[config.mk]
export PLATFORM = sky130hd
export DESIGN_NAME = bus_wait_ram_flat
export DESIGN_NICKNAME = d
export VERILOG_FILES = /design/src/rtl/bus_wait_ram_if.sv /design/src/rtl/bus_wait_ram.sv /design/src/flat_wrapper.sv
export SDC_FILE = /design/constraint.sdc
export NUM_CORES = 2
export LEC_CHECK = 0
export ABC_CLOCK_PERIOD_IN_PS = 5900
export CAP_MARGIN = 25
export CORE_ASPECT_RATIO = 0.75
export CORE_MARGIN = 2
export CORE_UTILIZATION = 55
export CTS_CLUSTER_SIZE = 12
export DETAILED_ROUTE_END_ITERATION = 10
export MAX_ROUTING_LAYER = met4
export PLACE_DENSITY = 0.82
export SLEW_MARGIN = 20
export SYNTH_ARGS = -nofsm -noshare
export SYNTH_HDL_FRONTEND = slang
export SYNTH_SLANG_ARGS = --single-unit
[constraint.sdc]
create_clock -name clk -period 5.9 [get_ports clk]
set_input_delay 0.885 -clock clk [delete_from_list [all_inputs] [get_ports clk]]
set_output_delay 0.885 -clock clk [all_outputs]
set_load 0.05 [all_outputs]
[src/rtl/bus_wait_ram_if.sv]
// bus_wait_ram_if: CPU asynchronous-style memory bus,
// seen from the CPU (master) or from one responder (slave).
interface bus_wait_ram_if;
  logic [15:0] a;
  logic [7:0]  d_in;
  logic [7:0]  d_out;
  logic        d_oe;
  logic        n_oe;
  logic        n_we;
  logic        n_rdy;

  modport master (
    output a, d_in, n_oe, n_we,
    input  d_out, d_oe, n_rdy
  );

  modport slave (
    input  a, d_in, n_oe, n_we,
    output d_out, d_oe, n_rdy
  );
endinterface

[src/rtl/bus_wait_ram.sv]
// bus_wait_ram: windowed RAM responder on the CPU bus with
// programmable wait states; writes commit on strobe release.
module bus_wait_ram #(
  parameter logic [15:0] BASE_ADDR   = 16'h1000,
  parameter int unsigned ADDR_BITS   = 8,
  parameter int unsigned WAIT_CYCLES = 2
) (
  input logic           clk,
  input logic           rst,
  bus_wait_ram_if.slave bus
);

  localparam int unsigned DEPTH = 1 << ADDR_BITS;
  localparam logic [3:0] CNT_INIT =
    (WAIT_CYCLES == 0) ? 4'd0 : 4'(WAIT_CYCLES - 1);

  typedef enum logic [1:0] {
    IDLE,
    WAIT,
    DONE
  } state_e;

  state_e               state_q, state_d;
  logic [3:0]           cnt_q, cnt_d;
  logic [ADDR_BITS-1:0] addr_q;
  logic                 wr_q;
  logic [7:0]           data_q;
  logic [7:0]           dout_q;
  logic [7:0]           mem_q [DEPTH];

  logic                 sel;
  logic                 acc;
  logic                 is_wr;
  logic                 enter_done;
  logic                 commit;
  logic [ADDR_BITS-1:0] idx;

  assign sel   = bus.a[15:ADDR_BITS] == BASE_ADDR[15:ADDR_BITS];
  assign acc   = sel & (~bus.n_oe | ~bus.n_we);
  assign is_wr = ~bus.n_we;
  assign idx   = bus.a[ADDR_BITS-1:0];

  always_comb begin
    state_d    = state_q;
    cnt_d      = cnt_q;
    enter_done = 1'b0;
    commit     = 1'b0;
    unique case (state_q)
      IDLE: begin
        if (acc) begin
          if (WAIT_CYCLES == 0) begin
            state_d    = DONE;
            enter_done = 1'b1;
          end else begin
            state_d = WAIT;
            cnt_d   = CNT_INIT;
          end
        end
      end
      WAIT: begin
        if (!acc) begin
          state_d = IDLE;
        end else if (cnt_q == 4'd0) begin
          state_d    = DONE;
          enter_done = 1'b1;
        end else begin
          cnt_d = cnt_q - 4'd1;
        end
      end
      DONE: begin
        // leaving the window counts as release too
        if (!acc) begin
          state_d = IDLE;
          commit  = wr_q;
        end
      end
      default: state_d = IDLE;
    endcase
  end

  always_ff @(posedge clk) begin
    if (rst) begin
      state_q <= IDLE;
      cnt_q   <= 4'd0;
      addr_q  <= '0;
      wr_q    <= 1'b0;
      data_q  <= 8'h00;
      dout_q  <= 8'h00;
    end else begin
      state_q <= state_d;
      cnt_q   <= cnt_d;
      if (enter_done) begin
        addr_q <= idx;
        wr_q   <= is_wr;
        data_q <= bus.d_in;
        if (!is_wr) dout_q <= mem_q[idx];
      end
    end
  end

  // storage is deliberately not reset
  always_ff @(posedge clk) begin
    if (!rst && commit) mem_q[addr_q] <= data_q;
  end

  assign bus.n_rdy = acc & (state_q != DONE);
  assign bus.d_oe  = sel & ~bus.n_oe & bus.n_we
                   & (state_q == DONE) & ~wr_q;
  assign bus.d_out = dout_q;

endmodule

[src/flat_wrapper.sv]
// flat-port wrapper written by rule: the top's interface ports become plain ports
module bus_wait_ram_flat 
#(
  parameter logic [15:0] BASE_ADDR   = 16'h1000,
  parameter int unsigned ADDR_BITS   = 8,
  parameter int unsigned WAIT_CYCLES = 2
)
  (clk, rst, bus_a, bus_d_in, bus_n_oe, bus_n_we, bus_d_out, bus_d_oe, bus_n_rdy);
  bus_wait_ram_if bus_i ();
  input logic clk;
  input logic rst;
  input wire logic [$bits(bus_i.a)-1:0] bus_a;
  input wire logic [$bits(bus_i.d_in)-1:0] bus_d_in;
  input wire logic [$bits(bus_i.n_oe)-1:0] bus_n_oe;
  input wire logic [$bits(bus_i.n_we)-1:0] bus_n_we;
  output wire logic [$bits(bus_i.d_out)-1:0] bus_d_out;
  output wire logic [$bits(bus_i.d_oe)-1:0] bus_d_oe;
  output wire logic [$bits(bus_i.n_rdy)-1:0] bus_n_rdy;
  assign bus_i.a = bus_a;
  assign bus_i.d_in = bus_d_in;
  assign bus_i.n_oe = bus_n_oe;
  assign bus_i.n_we = bus_n_we;
  assign bus_d_out = bus_i.d_out;
  assign bus_d_oe = bus_i.d_oe;
  assign bus_n_rdy = bus_i.n_rdy;
  bus_wait_ram #(.BASE_ADDR(BASE_ADDR), .ADDR_BITS(ADDR_BITS), .WAIT_CYCLES(WAIT_CYCLES)) u_core (.clk(clk), .rst(rst), .bus(bus_i));
endmodule
==> results.ini <==
[status]
status = complete, no violations

[clocking]
cts.sinks = 2079
cts.htree.levels = 4
hold_buffers = 0
clockRootBuffer = clkbuf_16
cts_tree = built
clockBufferDepth = 3
clk_latency_ns = 0.82
cts_made_buffers = 193
cts_resized = 0
cts.clk_slew.worst_paths_ns = 0.06
cts_setup_buffers = 0

[yosys]
synth-edff-count = 2048
ys_seq_elements = 2079
synth_top_flop_cell = edfxtp_1
avgSynthCellArea_um2 = 20.7
synth_seq_area_share_pct = 76.2
synth_compound_area_share_pct = 2.65
ys_warn_count = 0
yosys.cell_types.count = 74
muxShareOfSynthArea_pct = 15.5
synthXorXnorAreaFrac_pct = 0
synth_fa_ha_area_share_pct = 0.0153
synth_nets = 3966
synth_area_leaders = edfxtp_1 75%, mux4_2 10%, mux2i_1 2.7%, mux4_1 2.3%, nor2_1 1.4%
syn-cell-area_um2 = 81500
synthCells = 3937
synth_top_cell_by_area = edfxtp_1
synth_top_family_by_area = multiplexers
synth.top_cell.area_share_pct = 75.4
async_flop_share_pct = 0
synth_simple_gate_area_share_pct = 3.42

[sta]
tightest_slew_ns = 1.20
final-setup-viol-count = 0
maxSlewHeadroom_pct = 18.2
grt_setup_unrepaired = false
setup_slack_ns = 1.84
slew_violations = 0
period_needed_ns = 4.06
hold_slack_ns = 0.491
finalHoldViolations = 0
setup_tns_ns = 0
skew_ns = 0.0288
fmax_mhz = 247
fin_crit_sh_pct = 68.7

[routing]
firstDrtPassIters = 8
drc = 0
drtIter0Drc = 7450
wire_per_inst_um = 34.9
totalWireLength_um = 213000
vias = 42800
ant_nets = 0
routed_via_density = 7.00

[critical_path]
arrival_ns = 3.17
crit_chain = clkdlybuf4s50_1, nor4_2, nand3_1, nor2_1, clkdlybuf4s50_1
crit_family = buffers and inverters
cp_num_buf_inv = 2
cp.required_ns = 5.02
worst_setup_path_end_kind = output pin
cpMostUsedCell = clkdlybuf4s50_1
crit_path_max_fanout = 4
cp-start-kind = input pin
rrSetupSlack_ns = 2.09
slowest_delay_ns = 0.82
setup.worst_path.start = bus_a[9]
worst_r2r_path_depth = 8
rr_endpoint = u_core.bus.d_out[7]
critPathSlowestCell = clkdlybuf4s50_1
r2r-start = u_core.cnt_q[0]
critPathKind = input pin to output pin

[floorplanning]
coreArea_um2 = 147000
io_pins = 38
dieArea_um2 = 151000
initial_utilization_pct = 55.3
die_w_um = 449
rows = 122
die_y_um = 337

[run]
cap_viol_max_count = 0

[global_route]
grt_pass1_wl_um = 301000
grt_antenna_before_repair = 7
grt_max_degree = 218
overflow = 0
grt_use_total_pct = 28.8
grt_pass1_vias = 41400

[placement]
dp.cells = 5827
dpl.hpwl_um = 124000
place_ws_ns = 1.24
port_buffers = 37
place_area_um2 = 83700
gp_congestion = 1.00

[worst_hold_path]
hold_path.class = flip-flop to flip-flop
min_from = u_core.cnt_q[1]
min_path_cells = 2
min_to = u_core.cnt_q[1]

[finish]
fin_nets = 4073
fin_cells = 6106
final_cell_area_um2 = 89100
area_delta_synth_final_pct = 9.32
drive_above_1_share_pct = 18.1

[power_and_ir_drop]
power_density_nw_per_um2 = 313
total_leakage_power_nw = 22.4
irDropWorstVdd_mv = 0.279

[metal layers]
| layer | wire length [µm] | track usage [%] |
|---|---|---|
| met5 | 0 | - |
| met4 | 7860 | 10.1 |
| met3 | 34300 | 11.0 |
| met2 | 94300 | 40.6 |
| met1 | 76400 | 38.5 |
[cells in the final DEF (no fill, tap or decap), types with 5 or more instances in the layout]
cell type,synthesis,layout
buf_4,21,85
clkbuf_16,0,197
a31oi_1,5,5
o221ai_1,29,29
inv_6,0,5
mux4_2,380,380
dfxtp_1,31,23
o21ai_0,26,26
nor2b_1,11,10
a2111oi_1,2,7
or4_1,5,5
and2_1,5,5
mux2i_1,217,217
a21oi_1,51,50
buf_12,17,20
mux2_2,6,6
clkdlybuf4s50_1,0,33
o211ai_1,6,6
nor4_1,11,11
nand2_2,0,6
a22o_1,6,6
nor3_1,45,44
mux4_1,70,70
nand4_1,14,14
nand2_1,159,153
a211oi_1,23,23
nand3_1,32,32
diode_2,0,6
a22oi_1,10,10
clkbuf_1,84,53
a2111oi_0,28,21
o22ai_1,77,77
or3_1,11,11
nor2_1,308,308
edfxtp_1,2048,2048
dfxtp_4,0,8
a32oi_1,7,7
[cells in the mapped netlist (all sizes together) (5+ instances only)]
cell type,count
o221ai,29
a22o,6
clkbuf,90
nand2,159
buf,144
a21oi,51
inv,6
or3,11
mux2,6
o22ai,77
and2,5
nor4,12
nor2b,11
edfxtp,2048
nand3,32
mux4,450
a2111oi,32
a32oi,7
nor3,45
a31oi,5
or4,5
nand4,14
o21ai,27
mux2i,217
o211ai,6
a22oi,10
dfxtp,31
a211oi,23
nor2,308
[per-stage QoR]
stage / total power, mW / utilization, %
after floorplan: 16.8 / -
after global placement: 16.9 / 56.8
after detailed placement: 17.0 / 56.8
after CTS: 27.9 / 60.4
after global routing: 28.4 / 60.5
final: 27.9 / 60.5
[where the power goes]
part	switching (mW)	leakage [nW]	internal (mW)
Clock	5.20	2.58	6.03
Combinational	0.460	5.44	0.246
Sequential	0.0000495	14.4	16.0
Total	5.66	22.4	22.2
[registers in the layout, summed over array words and instances (netlist names)]
signal / cells
u_core.data_q: 8
u_core.addr_q: 8
u_core.wr_q: 1
u_core.state_q: 2
u_core.mem_q: 2048
u_core.bus.d_out: 8
u_core.cnt_q: 4
[how the worst max path moves through the flow]
stage,endpoint,slack [ns],cells past startpoint
after floorplan,u_core.mem_q[0][0],1.65,0
after global placement,u_core.bus.d_out[5],1.16,7
after detailed placement,u_core.bus.d_out[7],1.24,10
after CTS,bus_n_rdy,1.88,5
after global routing,bus_n_rdy,1.72,5
final,bus_n_rdy,1.84,5
[cell families (layout without fill, tap and decap cells)]
kind of cell,Yosys count,count (layout)
flops,2079,2079
mux,673,673
simple gates,635,635
compound gates,307,307
buf+inv,242,421
fa+ha+maj,1,1
other cells,0,6
[final cells by class]
class                   instances  area [µm²]
flip-flops and latches       2079       62100
multi-input cells            1616       17600
well taps                    1984        2480
clock inverters                16         165
clock buffers                 251        5140
inverters                       6        27.5
fillers                      9641       58200
repair buffers                148        1500
diodes                          6        15.0
[tightest hold or removal path: stages, from the launching register on]
cell and delay (ns):
dfxtp_1 0.33, nand2_1 0.07, a21oi_1 0.05
No activity file was read; power rests on OpenSTA's default activity.
